===== src/rtl/rr_arbiter8.sv =====
// Round-robin arbiter for eight requesters sharing one resource.
// The owner keeps the grant until done, request drop or hold-limit expiry; one idle cycle separates owners.
module rr_arbiter8 #(
    parameter int unsigned MAX_HOLD = 16,
    parameter int unsigned CNT_W    = 5
) (
    input  logic       clk,
    input  logic       rst_n,
    input  logic [7:0] req,
    input  logic       done,
    output logic [7:0] gnt,
    output logic [2:0] gnt_idx,
    output logic       gnt_valid,
    output logic       preempt
);

    typedef enum logic {
        IDLE  = 1'b0,
        GRANT = 1'b1
    } state_t;

    localparam int unsigned HOLD_LAST = (MAX_HOLD == 0) ? 0 : MAX_HOLD - 1;

    state_t           state_q;
    logic [2:0]       ptr_q;
    logic [2:0]       owner_q;
    logic [CNT_W-1:0] hold_cnt_q;
    logic [7:0]       gnt_q;
    logic [2:0]       gnt_idx_q;
    logic             gnt_valid_q;
    logic             preempt_q;

    logic       sel_found;
    logic [2:0] sel_idx;
    logic [2:0] cand;
    logic       hold_hit;
    logic       owner_req;
    logic       release_now;
    logic       timeout_only;

    // First requester at or after ptr_q, wrapping modulo 8.
    always_comb begin
        sel_found = 1'b0;
        sel_idx   = ptr_q;
        cand      = '0;
        for (int i = 0; i < 8; i++) begin
            cand = ptr_q + 3'(i);
            if (!sel_found && req[cand]) begin
                sel_found = 1'b1;
                sel_idx   = cand;
            end
        end
    end

    always_comb begin
        hold_hit     = (MAX_HOLD != 0) && (hold_cnt_q == CNT_W'(HOLD_LAST));
        owner_req    = req[owner_q];
        release_now  = done || !owner_req || hold_hit;
        timeout_only = hold_hit && !done && owner_req;
    end

    always_ff @(posedge clk) begin
        if (!rst_n) begin
            state_q     <= IDLE;
            ptr_q       <= '0;
            owner_q     <= '0;
            hold_cnt_q  <= '0;
            gnt_q       <= '0;
            gnt_idx_q   <= '0;
            gnt_valid_q <= 1'b0;
            preempt_q   <= 1'b0;
        end else begin
            case (state_q)
                IDLE: begin
                    preempt_q <= 1'b0;
                    if (sel_found) begin
                        state_q     <= GRANT;
                        owner_q     <= sel_idx;
                        gnt_q       <= 8'b1 << sel_idx;
                        gnt_idx_q   <= sel_idx;
                        gnt_valid_q <= 1'b1;
                        hold_cnt_q  <= '0;
                    end
                end
                GRANT: begin
                    if (release_now) begin
                        // Just-served index becomes lowest priority on the next scan.
                        state_q     <= IDLE;
                        gnt_q       <= '0;
                        gnt_idx_q   <= '0;
                        gnt_valid_q <= 1'b0;
                        ptr_q       <= owner_q + 3'd1;
                        hold_cnt_q  <= '0;
                        preempt_q   <= timeout_only;
                    end else begin
                        hold_cnt_q  <= hold_cnt_q + CNT_W'(1);
                        preempt_q   <= 1'b0;
                    end
                end
                default: state_q <= IDLE;
            endcase
        end
    end

    assign gnt       = gnt_q;
    assign gnt_idx   = gnt_idx_q;
    assign gnt_valid = gnt_valid_q;
    assign preempt   = preempt_q;

endmodule


===== config.mk =====
export PLATFORM = sky130hd
export DESIGN_NAME = rr_arbiter8
export DESIGN_NICKNAME = d
export VERILOG_FILES = /design/src/rtl/rr_arbiter8.sv
export SDC_FILE = /design/constraint.sdc
export NUM_CORES = 1
export LEC_CHECK = 0
export ABC_AREA = 1
export BUFFER_PORTS_ARGS = -buffer_cell sky130_fd_sc_hd__buf_4
export CORE_MARGIN = 2
export CORE_UTILIZATION = 55
export CTS_CLUSTER_DIAMETER = 120
export DETAILED_ROUTE_END_ITERATION = 10
export PLACE_DENSITY_LB_ADDON = 0.05
export SETUP_SLACK_MARGIN = 0.3
export SLEW_MARGIN = 20
export SYNTH_ARGS = -nofsm -noshare
export SYNTH_HDL_FRONTEND = slang
export SYNTH_SLANG_ARGS = --single-unit

===== constraint.sdc =====
create_clock -name clk -period 7.2 [get_ports clk]
set_clock_uncertainty 0.15 [all_clocks]
set_input_delay 1.44 -clock clk [delete_from_list [all_inputs] [get_ports clk]]
set_output_delay 1.44 -clock clk [all_outputs]
set_load 0.01 [all_outputs]

=== After elaboration in Yosys (flattened, before gate mapping) ===
Cells that the tools add are included.

* Reductions and logical operators: 23
* Equality and inequality tests: 3
* Order comparisons: 9
* Shift operators: 1
* Multiplexer cells: 50
* Add/subtract/negate cells: 9
* Bitwise logic cells: 1

{| class="wikitable"
|+ Operators by type and width
! kind !! count
|-
| less-than comparator 3 x 4 -> 1 bit, second input constant || 9
|-
| binary-select mux 1 bit (select 3 bit) || 9
|-
| two-way mux 3 bit || 9
|-
| two-way mux 1 bit || 22
|-
| two-way mux 8 bit || 2
|-
| one-hot mux 8 bit (2 select lines) || 1
|-
| adder 3 bit, second input constant || 4
|-
| two-way mux 5 bit || 2
|-
| one-hot mux 5 bit (2 select lines) || 1
|-
| logical AND 1 bit || 9
|-
| logical NOT 1 bit || 9
|-
| << shifter 1 x 3 -> 8 bit, first input constant || 1
|-
| adder 3 x 1 -> 3 bit, second input constant || 2
|-
| adder 3 x 2 -> 3 bit, second input constant || 2
|-
| one-hot mux 1 bit (2 select lines) || 3
|-
| one-hot mux 3 bit (2 select lines) || 1
|-
| AND reduction 2 bit || 3
|-
| adder 5 x 1 -> 5 bit, second input constant || 1
|-
| == test 5 x 4 -> 1 bit, second input constant || 1
|-
| logical OR 1 bit || 2
|-
| inequality test 2 x 1 -> 1 bit, second input constant || 1
|-
| inequality test 2 bit, second input constant || 1
|-
| inverter 1 bit || 1
|}

* Flip-flop bits (word level): 25
* Bits of input ports: 11

=== Longest topological paths before layout ===
Gate-level depths: netlist (run 1).

* Word-level depth: 27
* Gate-level depth with buffers: 21

=== Worst setup path before layout (run 1) ===
No wires, ideal clock.

* Kind: in2reg
* Start point: in req[7]
* End point: reg gnt_q[4] (netlist: gnt[4])
* Slack: 4205 ps
* Cell stages on the path: 16
* Arrival: 2718 ps
* Cells stage by stage: nand2_1 > nand3_1 > nand2_1 > nand2_1 > nand2_2 > nand3_2 > nor2_4 > nand3_1 > o21ai_1 > inv_1 > nand2_1 > nand2_2 > nand3_2 > nor2_1 > nor2_1 > nor2_1

* Longest elaborated chain between the ends: 27

{| class="wikitable"
|+ Ends and longest elaborated chain
! item !! line !! source
|-
| start, declared || 9 || <nowiki>input logic [7:0] req,</nowiki>
|-
| binary-select mux 1 bit (select 3 bit) || 48 || <nowiki>if (!sel_found && req[cand]) begin</nowiki>
|-
| two-way mux 1 bit (not written as such) || 48 ||
|-
| two-way mux 1 bit || 48 ||
|-
| logical NOT 1 bit || 48 ||
|-
| logical AND 1 bit || 48 ||
|-
| two-way mux 1 bit || 48 ||
|-
| logical NOT 1 bit || 48 ||
|-
| logical AND 1 bit || 48 ||
|-
| [11 not listed] || n/a ||
|-
| logical AND 1 bit || 48 ||
|-
| two-way mux 1 bit || 48 ||
|-
| logical NOT 1 bit || 48 ||
|-
| logical AND 1 bit || 48 ||
|-
| two-way mux 3 bit || 48 ||
|-
| << shifter 1 x 3 -> 8 bit || 79 || <nowiki>gnt_q <= 8'b1 << sel_idx;</nowiki>
|-
| two-way mux 8 bit || 76 || <nowiki>if (sel_found) begin</nowiki>
|-
| one-hot mux 8 bit (2 select lines) || 73 || <nowiki>case (state_q)</nowiki>
|-
| end signal, assigned || 79 ||
|-
| end, declared || 28 || <nowiki>logic [7:0] gnt_q;</nowiki>
|}

Parallel ways exist; a longest one is shown, timed or not. The select of a mux whose other input is x is not followed.
A chain may end at the register's enable or synchronous reset.

=== Worst setup path in the final report (run 1) ===
* Start point: reg ptr_q[0]
* End point: reg gnt_q[7] (netlist: gnt[7])

* Longest elaborated chain between the ends: 27

{| class="wikitable"
|+ Ends and longest elaborated chain
! item !! line !! source
|-
| start, declared || 25 || <nowiki>logic [2:0] ptr_q;</nowiki>
|-
| start signal, assigned || 92 || <nowiki>ptr_q <= owner_q + 3'd1;</nowiki>
|-
| parallel branches: the longest is 27 deep, another holds adder 3 x 1 -> 3 bit || n/a ||
|}

Parallel ways; which one is timed is not known. The select of a mux whose other input is x is not followed.

==> results of run 1 <==
-- cells in the mapped netlist (all sizes together) --
master  count  area, um2
dfxtp      25      500.5
a21oi      22      110.1
o21ai      10      50.04
clkinv      2      8.750
nor2       37      156.4
o221ai      2      17.52
nor3        1      5.000
buf         4      31.27
nand2     103      434.2
or2         1      6.260
nand3      53      280.3
inv        32      120.1
ha          5      62.56
a31oi       1      6.260
nand4       3      25.02
clkbuf      1      3.750
xnor2       2      17.52
xor2        3      26.28
o21bai      1      7.510
-- metrics by stage --
stage	area, um2	util [%]	std cells
2_1_floorplan	1869	-	308
3_3_place_gp	2064	62.36	372
3_5_place_dp	2064	62.36	372
4_1_cts	2095	63.27	376
5_1_grt	2095	63.27	376
6_report	2095	63.27	376
-- power groups by stage --
| stage | registers (W) | clock network, W | logic (W) |
|---|---|---|---|
| finish | 0.000221 | 0.0000647 | 0.000593 |
| CTS | 0.000221 | 0.0000661 | 0.000592 |
| floorplan | 0.000213 | 0 | 0.000465 |
| global route | 0.000226 | 0.0000714 | 0.000676 |
| detailed placement | 0.000223 | 0 | 0.000589 |
| global placement | 0.000223 | 0 | 0.000586 |
-- flip-flops by register name, summed over array words and instances, names as in the netlist --
name        flops
preempt         1
gnt_idx         3
owner_q         3
gnt             8
gnt_valid       1
hold_cnt_q      5
state_q         1
ptr_q           3
-- kinds of logic (layout without fill, tap and decap cells) --
logic type / Yosys count / in the layout / share of synthesized area [%]
compound gates: 36 / 36 / 10.24
buf+inv: 39 / 61 / 8.767
xor+xnor: 5 / 5 / 2.343
flops: 25 / 25 / 26.77
simple gates: 198 / 198 / 48.53
fa+ha+maj: 5 / 5 / 3.347
-- critical path: stages (launching register included) --
cell and delay, ns:
sky130_fd_sc_hd__dfxtp_1 0.68, sky130_fd_sc_hd__inv_2 0.24, sky130_fd_sc_hd__ha_1 0.47, sky130_fd_sc_hd__inv_1 0.28, sky130_fd_sc_hd__nand3_1 0.12, sky130_fd_sc_hd__nand2_1 0.11, sky130_fd_sc_hd__nand2_1 0.06, sky130_fd_sc_hd__nand2_1 0.12
sky130_fd_sc_hd__inv_1 0.09, sky130_fd_sc_hd__nor2_4 0.15, sky130_fd_sc_hd__nand3_1 0.14, sky130_fd_sc_hd__o21ai_1 0.16, sky130_fd_sc_hd__inv_1 0.05, sky130_fd_sc_hd__nand2_1 0.07, sky130_fd_sc_hd__nand2_2 0.06, sky130_fd_sc_hd__nand3_2 0.12
sky130_fd_sc_hd__nor2_1 0.06, sky130_fd_sc_hd__nor2_1 0.10, sky130_fd_sc_hd__nor2_1 0.05
-- worst max path at each step --
stage	depth (start not counted)	to	startpoint	slack [ns]
6_report	18	gnt[7]$_SDFFE_PN0P_	ptr_q[0]$_SDFFE_PN0P_	3.81
5_1_grt	17	gnt[6]$_SDFFE_PN0P_	ptr_q[0]$_SDFFE_PN0P_	3.52
4_1_cts	15	gnt_idx[2]$_SDFFE_PN0P_	ptr_q[0]$_SDFFE_PN0P_	3.86
3_5_place_dp	17	gnt[7]$_SDFFE_PN0P_	req[7]	3.80
3_3_place_gp	17	gnt[7]$_SDFFE_PN0P_	req[7]	3.81
2_1_floorplan	16	gnt[4]$_SDFFE_PN0P_	req[7]	4.20
-- cell type report --
| type | count | area share, % |
|---|---|---|
| multi-input combinational | 244 | 57.53 |
| sequential | 25 | 23.89 |
| timing repair buffer | 23 | 8.244 |
| inverter | 34 | 6.153 |
| tap | 46 | 2.748 |
| clock buffer | 3 | 1.075 |
| clock inverter | 1 | 0.3584 |
-- routing by layer --
layer	vias up	routed length, um	GRT usage, %	part of all wire (%)
met3	11	161	1.449	3.7
met4	0	122	10.56	2.8
met2	52	2098	43.07	48
met5	-	0	0	0
li1	1038	-	-	-
met1	838	1976	29.71	45
==> metrics.json, run 1 <==
{
  "run_status": {
    "run_status": "complete, no violations"
  },
  "floorplan": {
    "die_area_um2": 3881,
    "starting_density_pct": 56.46,
    "placementRows": 21,
    "die-width_um": 62.30,
    "top_level_ports": 24,
    "die_height_um": 62.30,
    "core_area_um2": 3311
  },
  "setup_path": {
    "critical_path_required_ns": 7.26,
    "crit_path_max_fanout": 14,
    "regToRegSetupSlack_ns": 3.81,
    "critPathCaptureType": "flop",
    "worst-endpoint-arrival_ns": 3.45,
    "crit_type": "reg2reg",
    "reg2reg_from": "ptr_q[0]$_SDFFE_PN0P_",
    "r2r_cells": 18,
    "setup.worst_path.start_class": "flop",
    "critical_r2r_capture": "gnt[7]$_SDFFE_PN0P_"
  },
  "cts": {
    "ctsHoldBuffers": 0,
    "tritoncts": "yes",
    "cts_repair_resize_count": 0,
    "numCtsBuffers": 3,
    "post-cts-setup-buffers": 0,
    "clockRootBuffer": "sky130_fd_sc_hd__clkbuf_4",
    "cts.sinks": 25,
    "worst_setup_hold_path_clk_slew_ns": 0.14,
    "cts_htree_levels": 1,
    "clock_buffer_depth": 2,
    "clk_latency_ns": 0.32
  },
  "synthesis": {
    "ys_seq_area_share_pct": 26.77,
    "postSynthCellCount": 308,
    "mappedNetlistNets": 324,
    "ys_ff_latch": 25,
    "yosys_warnings": 0,
    "synth.avg_cell_area_um2": 6.069,
    "synth.cell_area_um2": 1869,
    "synth.lib_cells_used.distinct": 30
  },
  "timing": {
    "unrepaired_setup_endpoints_after_global_routing": "false",
    "max_slew.worst_pin.slew_ns": 0.5257,
    "final_hold_viol_count": 0,
    "timing.slew.headroom_pct": 64.90,
    "hold_ws_ns": 0.3228,
    "drv_slew": 0,
    "achievable-frequency_mhz": 295.1,
    "timing.final.crit_share_pct": 47.06,
    "setup_slack_ns": 3.812,
    "timing.setup.tns_ns": 0,
    "setup_violations": 0,
    "finalCriticalPeriod_ns": 3.389
  },
  "routing": {
    "remaining_drc_errors": 0,
    "routed_wirelength_mm": 4.358,
    "routed-via-count": 1939,
    "drt_first_iter_violations": 155,
    "route.antenna.remaining_nets": 0,
    "wire_per_inst_um": 11.59,
    "firstDrtPassIters": 4,
    "via_per_inst": 5.157
  },
  "grt": {
    "grt_max_degree": 20,
    "antenna_found_initial": 0,
    "grt_remaining_overflow": 0,
    "globalRouteTotalUtil_pct": 24.02,
    "grt_pass1_wl_mm": 7.734,
    "number_of_global_route_vias_before_repair": 1838
  },
  "power": {
    "comb_power_share_pct": 67.4,
    "power.share.switching_pct": 54.35,
    "peak_supply_drop_v": 0.0002476,
    "power.static_leakage_nw": 0.9792,
    "power_w": 0.0008789,
    "share_seq_of_total_power_pct": 25.2,
    "p_clk_share_pct": 7.4,
    "switchingPower_w": 0.0004777,
    "cellPowerDensity_nw_per_um2": 419.6,
    "intPower_w": 0.0004012
  },
  "finish": {
    "final_cell_mix": "sky130_fd_sc_hd__nand2_1, sky130_fd_sc_hd__nand3_1, sky130_fd_sc_hd__nor2_1, sky130_fd_sc_hd__inv_1, sky130_fd_sc_hd__dfxtp_1",
    "layout.nets": 347,
    "most_common_cell_after_layout_fill_and_taps_aside": "sky130_fd_sc_hd__nand2_1",
    "flip_flop_and_latch_area_um2": 500.5,
    "number_of_fillers_in_the_final_layout": 344,
    "multiInputGateArea_um2": 1205,
    "final_layout_size_suffix_gt1_share_pct": 17.27,
    "diodes": 0,
    "areaGrowthSynthToFinish_pct": 12.05
  },
  "placement": {
    "io_buffers": 23,
    "hpwlAfterDp_mm": 3.448,
    "detailedPlace.worstSlack_ns": 3.795,
    "place.gp.congestion": 0.9526
  },
  "run": {
    "cap_violations": 0
  },
  "worst_hold_path": {
    "holdPathEnd": "hold_cnt_q[3]$_SDFFE_PN0P_",
    "worst_min_delay_path_category": "reg2reg",
    "hold_path_startpoint": "hold_cnt_q[3]$_SDFFE_PN0P_",
    "cell_count_of_the_worst_hold_path": 2
  }
}
(Power assumes the default switching activity.)
==> inputs of run 2 (changes only) <==
- clock period: 7.2 -> 3.2 ns (I/O delays scaled with it)
==> run 2 against run 1 <==
Effect of this change: sequential power rose by 110%; largest cell class unchanged; critical path type unchanged; final area rose by 1.9%; clock-buffer cell count rose by 1; critical path depth fell by 4; largest power group unchanged; setup slack got worse by 3.3 ns; combinational power rose by 140%.
==> metrics.json, run 2 (synthesized netlist as in run 1, its figures left out) <==
{
  "grt": {
    "grt.met1_usage_pct": 29.43,
    "grt_max_degree": 20,
    "grt_remaining_overflow": 0,
    "grt_use_met3_pct": 1.812,
    "met2_resource_use_gr_pct": 44.29,
    "number_of_global_route_vias_before_repair": 1848,
    "globalRouteTotalUtil_pct": 24.85,
    "gr-max-usage-layer": "met2",
    "grt_pass1_wl_mm": 7.886,
    "antenna_found_initial": 0
  },
  "timing": {
    "setup_violations": 0,
    "finalCriticalPeriod_ns": 2.666,
    "timing.slew.headroom_pct": 66.04,
    "unrepaired_setup_endpoints_after_global_routing": "false",
    "timing.setup.tns_ns": 0,
    "max_slew.worst_pin.slew_ns": 0.5055,
    "achievable-frequency_mhz": 375.1,
    "final_hold_viol_count": 0,
    "timing.final.crit_share_pct": 83.32,
    "drv_slew": 0
  },
  "setup_path": {
    "critical_r2r_capture": "gnt[3]$_SDFFE_PN0P_",
    "critPathTopFamily": "simple AND/OR/NAND/NOR gates",
    "critPathCaptureType": "flop",
    "critical_path_required_ns": 3.32,
    "regToRegSetupSlack_ns": 0.53,
    "reg2reg_from": "ptr_q[1]$_SDFFE_PN0P_",
    "critPathSlowestCell": "sky130_fd_sc_hd__ha_2",
    "worst-endpoint-arrival_ns": 2.78,
    "r2r_cells": 14,
    "crit_type": "reg2reg",
    "timing.critical_path.buf_inv": 3,
    "crit_path_cell_trace": "inv_2 > ha_2 > inv_2 > nand3_1 > nand2_1 > o21bai_1 > inv_1 > nor2_1 > nand2_1 > nand3_1 > nand2_1 > a21oi_1 > nand3_1 > a21oi_1",
    "crit_path_max_fanout": 8,
    "crit_path_max_incr_delay_ns": 0.40,
    "setup.worst_path.start_class": "flop"
  },
  "placement": {
    "hpwlAfterDp_mm": 3.566,
    "place.gp.congestion": 0.8755,
    "io_buffers": 23
  },
  "routing": {
    "routed-via-count": 1976,
    "via_per_inst": 5.214,
    "route.antenna.remaining_nets": 0,
    "remaining_drc_errors": 0,
    "drt_first_iter_violations": 144,
    "routed_wirelength_mm": 4.501,
    "firstDrtPassIters": 4,
    "wire_per_inst_um": 11.88
  },
  "worst_hold_path": {
    "cell_count_of_the_worst_hold_path": 2,
    "holdPathEnd": "hold_cnt_q[3]$_SDFFE_PN0P_",
    "hold_path_startpoint": "hold_cnt_q[3]$_SDFFE_PN0P_",
    "worst_min_delay_path_category": "reg2reg"
  },
  "run": {
    "cap_violations": 0
  },
  "cts": {
    "clock_buffer_depth": 2,
    "numCtsBuffers": 3,
    "post-cts-setup-buffers": 0,
    "cts_htree_levels": 1,
    "clk_latency_ns": 0.34,
    "tritoncts": "yes",
    "clockRootBuffer": "sky130_fd_sc_hd__clkbuf_4",
    "worst_setup_hold_path_clk_slew_ns": 0.14,
    "cts.sinks": 25
  },
  "finish": {
    "layout.core_utilization_pct": 64.44,
    "layout.nets": 350,
    "largest_reg_flops": 8,
    "areaGrowthSynthToFinish_pct": 14.12,
    "final_cell_mix": "sky130_fd_sc_hd__nand2_1, sky130_fd_sc_hd__nand3_1, sky130_fd_sc_hd__nor2_1, sky130_fd_sc_hd__inv_1, sky130_fd_sc_hd__buf_4",
    "most_common_cell_after_layout_fill_and_taps_aside": "sky130_fd_sc_hd__nand2_1",
    "diodes": 0,
    "number_of_fillers_in_the_final_layout": 348,
    "final_layout_size_suffix_gt1_share_pct": 18.92
  },
  "power": {
    "peak_supply_drop_v": 0.0005682,
    "cellPowerDensity_nw_per_um2": 945.2,
    "power.static_leakage_nw": 0.9973
  },
  "floorplan": {
    "placementRows": 21,
    "core_area_um2": 3311,
    "die_area_um2": 3881,
    "starting_density_pct": 56.46,
    "top_level_ports": 24,
    "die-width_um": 62.30,
    "die_height_um": 62.30
  },
  "run_status": {
    "run_status": "complete, no violations"
  }
}
run 2: metrics by stage:
stage                     worst slack [ns]  cell area (um2)  hold WS (ns)  total power [W]  instances
after detailed placement            0.4940             2087        0.3036         0.001841        375
after global routing                0.3141             2133        0.3416         0.002234        379
final                               0.5337             2133        0.3210         0.002016        379
after global placement              0.5618             2087        0.3014         0.001841        375
after CTS                           0.4647             2113        0.3224         0.001990        379
after floorplan                     0.6501             1869        0.2897         0.001526        308
run 2: power by group:
part / switching, W / internal, W / total, W
combinational: 0.000917 / 0.000481 / 0.00140
clock: 0.0000967 / 0.0000490 / 0.000146
sequential: 0.0000752 / 0.000397 / 0.000472
total: 0.00109 / 0.000927 / 0.00202
run 2: worst max-delay path by stage:
| stage | startpoint | end | cells past startpoint |
|---|---|---|---|
| final | ptr_q[1]$_SDFFE_PN0P_ | gnt[3]$_SDFFE_PN0P_ | 14 |
| after global routing | ptr_q[1]$_SDFFE_PN0P_ | gnt[5]$_SDFFE_PN0P_ | 17 |
| after CTS | ptr_q[0]$_SDFFE_PN0P_ | gnt[6]$_SDFFE_PN0P_ | 17 |
| after detailed placement | ptr_q[0]$_SDFFE_PN0P_ | gnt[7]$_SDFFE_PN0P_ | 16 |
| after global placement | ptr_q[0]$_SDFFE_PN0P_ | gnt[7]$_SDFFE_PN0P_ | 18 |
| after floorplan | ptr_q[0]$_SDFFE_PN0P_ | gnt[4]$_SDFFE_PN0P_ | 17 |
run 2: layout make-up:
type	instances	area [um2]	area share [%]
Clock buffer	4	26.28	1.232
Inverter	34	131.4	6.158
Multi-Input combinational cell	244	1217	57.07
Sequential cell	25	501.7	23.52
Tap cell	46	57.56	2.698
Timing Repair Buffer	26	198.9	9.326
run 2: timing repair:
action / CTS / global route
gates resized for setup: 0 / 7
endpoints found under the setup margin: 0 / 20
hold endpoints to repair: 0 / 0
hold buffers: 0 / 0
run 2: worst min-delay path, cell delays in order (launching register included):
cell	delay, ns
sky130_fd_sc_hd__dfxtp_1	0.33
sky130_fd_sc_hd__nand2_1	0.06
sky130_fd_sc_hd__a21oi_1	0.05
run 2: metal layers:
metal  vias up  part of all wire, %
met5         -                    0
met2        41                   47
li1       1044                    -
met1       878                   47
met3        13                  2.6
met4         0                  3.3
==> inputs of run 3 (changes only) <==
- CORE_UTILIZATION: 55 -> 52
- clock period: 3.2 -> 2.4 ns (I/O delays scaled with it)
==> run 3 against run 2 <==
Effect of this change: the flow now finishes with violations (negative setup slack); cell count rose by 5.5%; global-route usage grew 2.2 points; maximum frequency is 7.6% higher; final area increased by 23%; clock-buffer cell count unchanged; setup slack worse by 0.61 ns; clock power rose by 27%; sequential share of layout area is 4.1 points lower; worst hold slack worse by 0.046 ns; largest cell class unchanged; via count is 9.9% higher; utilization increased by 13 points; register-to-register slack worse by 0.61 ns.
==> metrics.json, run 3 (synthesized netlist as in run 1, its figures left out) <==
{
  "cts": {
    "worst_setup_hold_path_clk_slew_ns": 0.13,
    "numCtsBuffers": 3,
    "tritoncts": "yes",
    "cts_htree_levels": 1,
    "cts.sinks": 25,
    "clockRootBuffer": "sky130_fd_sc_hd__clkbuf_4",
    "clk_latency_ns": 0.31,
    "clock_buffer_depth": 2
  },
  "floorplan": {
    "core_area_um2": 3390,
    "top_level_ports": 24,
    "die-width_um": 63.96,
    "starting_density_pct": 55.15,
    "placementRows": 21,
    "die_area_um2": 4090,
    "die_height_um": 63.96
  },
  "grt": {
    "antenna_found_initial": 0,
    "grt_remaining_overflow": 0,
    "globalRouteTotalUtil_pct": 27.06,
    "grt_max_degree": 20,
    "number_of_global_route_vias_before_repair": 2071,
    "grt_pass1_wl_mm": 9.004
  },
  "timing": {
    "finalCriticalPeriod_ns": 2.477,
    "achievable-frequency_mhz": 403.7,
    "final_hold_viol_count": 0,
    "setup_slack_ns": -0.07713,
    "max_slew.worst_pin.slew_ns": 0.5167,
    "setup_violations": 10,
    "drv_slew": 0,
    "timing.final.crit_share_pct": 103.2,
    "unrepaired_setup_endpoints_after_global_routing": "true",
    "timing.slew.headroom_pct": 65.34
  },
  "setup_path": {
    "worst-endpoint-arrival_ns": 2.57,
    "setup.worst_path.start_class": "flop",
    "crit_type": "reg2reg",
    "regToRegSetupSlack_ns": -0.08,
    "critPathCaptureType": "flop",
    "crit_path_max_fanout": 6,
    "setup.worst_path.start": "ptr_q[1]$_SDFFE_PN0P_",
    "critical_path_required_ns": 2.49,
    "reg2reg_from": "ptr_q[1]$_SDFFE_PN0P_"
  },
  "routing": {
    "route.antenna.remaining_nets": 0,
    "wire_per_inst_um": 13.41,
    "via_per_inst": 5.430,
    "drt_first_iter_violations": 150,
    "remaining_drc_errors": 0,
    "routed_wirelength_mm": 5.363,
    "firstDrtPassIters": 4,
    "routed-via-count": 2172
  },
  "finish": {
    "areaGrowthSynthToFinish_pct": 40.16,
    "final_layout_size_suffix_gt1_share_pct": 37.57,
    "fin_area_um2": 2620,
    "diodes": 0,
    "most_common_cell_after_layout_fill_and_taps_aside": "sky130_fd_sc_hd__nand2_1",
    "final_cell_mix": "sky130_fd_sc_hd__nand2_1, sky130_fd_sc_hd__buf_4, sky130_fd_sc_hd__nand3_1, sky130_fd_sc_hd__nor2_1, sky130_fd_sc_hd__nand2_2",
    "layout.nets": 371,
    "largest_reg_flops": 8
  },
  "placement": {
    "hpwlAfterDp_mm": 3.885,
    "placed_cell_area_um2": 2280,
    "io_buffers": 23,
    "place.gp.congestion": 0.9476
  },
  "power": {
    "power.static_leakage_nw": 1.157,
    "power_w": 0.003506,
    "cellPowerDensity_nw_per_um2": 1338,
    "peak_supply_drop_v": 0.0008948
  },
  "run": {
    "cap_violations": 0
  },
  "run_status": {
    "failed_checks": "negative setup slack",
    "run_status": "finished with violations"
  },
  "worst_hold_path": {
    "worst_min_delay_path_category": "in2reg",
    "hold_path_startpoint": "rst_n"
  }
}
==> run 3: cell type report <==
type                       count  area, um2
multi-input combinational    244       1506
timing repair buffer          47      372.9
tap                           46      57.56
sequential                    25      509.2
inverter                      34      147.6
clock buffer                   4      26.28
fill                         254      769.5
==> run 3: path summary, 6_finish.rpt <==
check	end	depth (start not counted)
min reg2reg	hold_cnt_q[3]$_SDFFE_PN0P_	2
max reg2reg	gnt[1]$_SDFFE_PN0P_	17
max	gnt[1]$_SDFFE_PN0P_	17
min	state_q$_SDFF_PN0_	3
==> run 3: repair_timing <==
| action | CTS | global route |
|---|---|---|
| gates cloned | 0 | 0 |
| endpoints found under the hold margin | 0 | 0 |
| resized for setup | 23 | 36 |
| pin swaps | 13 | 28 |
| setup buffers | 8 | 1 |
| hold buffers | 0 | 0 |
| endpoints found under the setup margin | 21 | 21 |
==> run 3: worst max-delay path, cell delays in order, from the launching register on <==
cell and delay (ns):
sky130_fd_sc_hd__dfxtp_4 0.40, sky130_fd_sc_hd__inv_4 0.04, sky130_fd_sc_hd__ha_4 0.30, sky130_fd_sc_hd__inv_8 0.10, sky130_fd_sc_hd__nand3_4 0.08, sky130_fd_sc_hd__nand3_2 0.11, sky130_fd_sc_hd__nand2_4 0.07, sky130_fd_sc_hd__nor2_4 0.13
sky130_fd_sc_hd__nand4_4 0.11, sky130_fd_sc_hd__nor2_4 0.17, sky130_fd_sc_hd__nand3_4 0.13, sky130_fd_sc_hd__nand2_2 0.09, sky130_fd_sc_hd__inv_2 0.04, sky130_fd_sc_hd__nand2_4 0.10, sky130_fd_sc_hd__nand2_4 0.07, sky130_fd_sc_hd__nor2_1 0.09
sky130_fd_sc_hd__nand3_1 0.08, sky130_fd_sc_hd__a21oi_1 0.12
==> run 3: where the power goes <==
group	switching (W)	internal, W	leakage, nW	total, W
Combinational	0.00163	0.00104	0.936	0.00267
Sequential	0.000117	0.000535	0.206	0.000651
Clock	0.000121	0.0000649	0.0150	0.000186
==> run 3: layer usage <==
layer  global-route usage, %  share of wire, %  vias up
met5                       0                 0        -
met1                   32.35                43      991
met2                   48.83                50       68
met4                   12.50               2.9        0
li1                        -                 -     1097
met3                   1.937               4.2       16
==> run 3: per-stage QoR <==
step / hold slack (ns) / worst slack [ns] / setup TNS [ns] / utilization [%] / instances
final: 0.2752 / -0.07713 / -0.4691 / 77.30 / 400
after CTS: 0.2733 / -0.01765 / -0.04353 / 73.02 / 399
after global routing: 0.2758 / -0.2535 / -3.077 / 77.30 / 400
after floorplan: 0.2890 / 0.1316 / 0 / - / 308
after global placement: 0.2970 / -0.07165 / -0.3574 / 67.26 / 387
after detailed placement: 0.3029 / -0.04433 / -0.2725 / 67.26 / 387
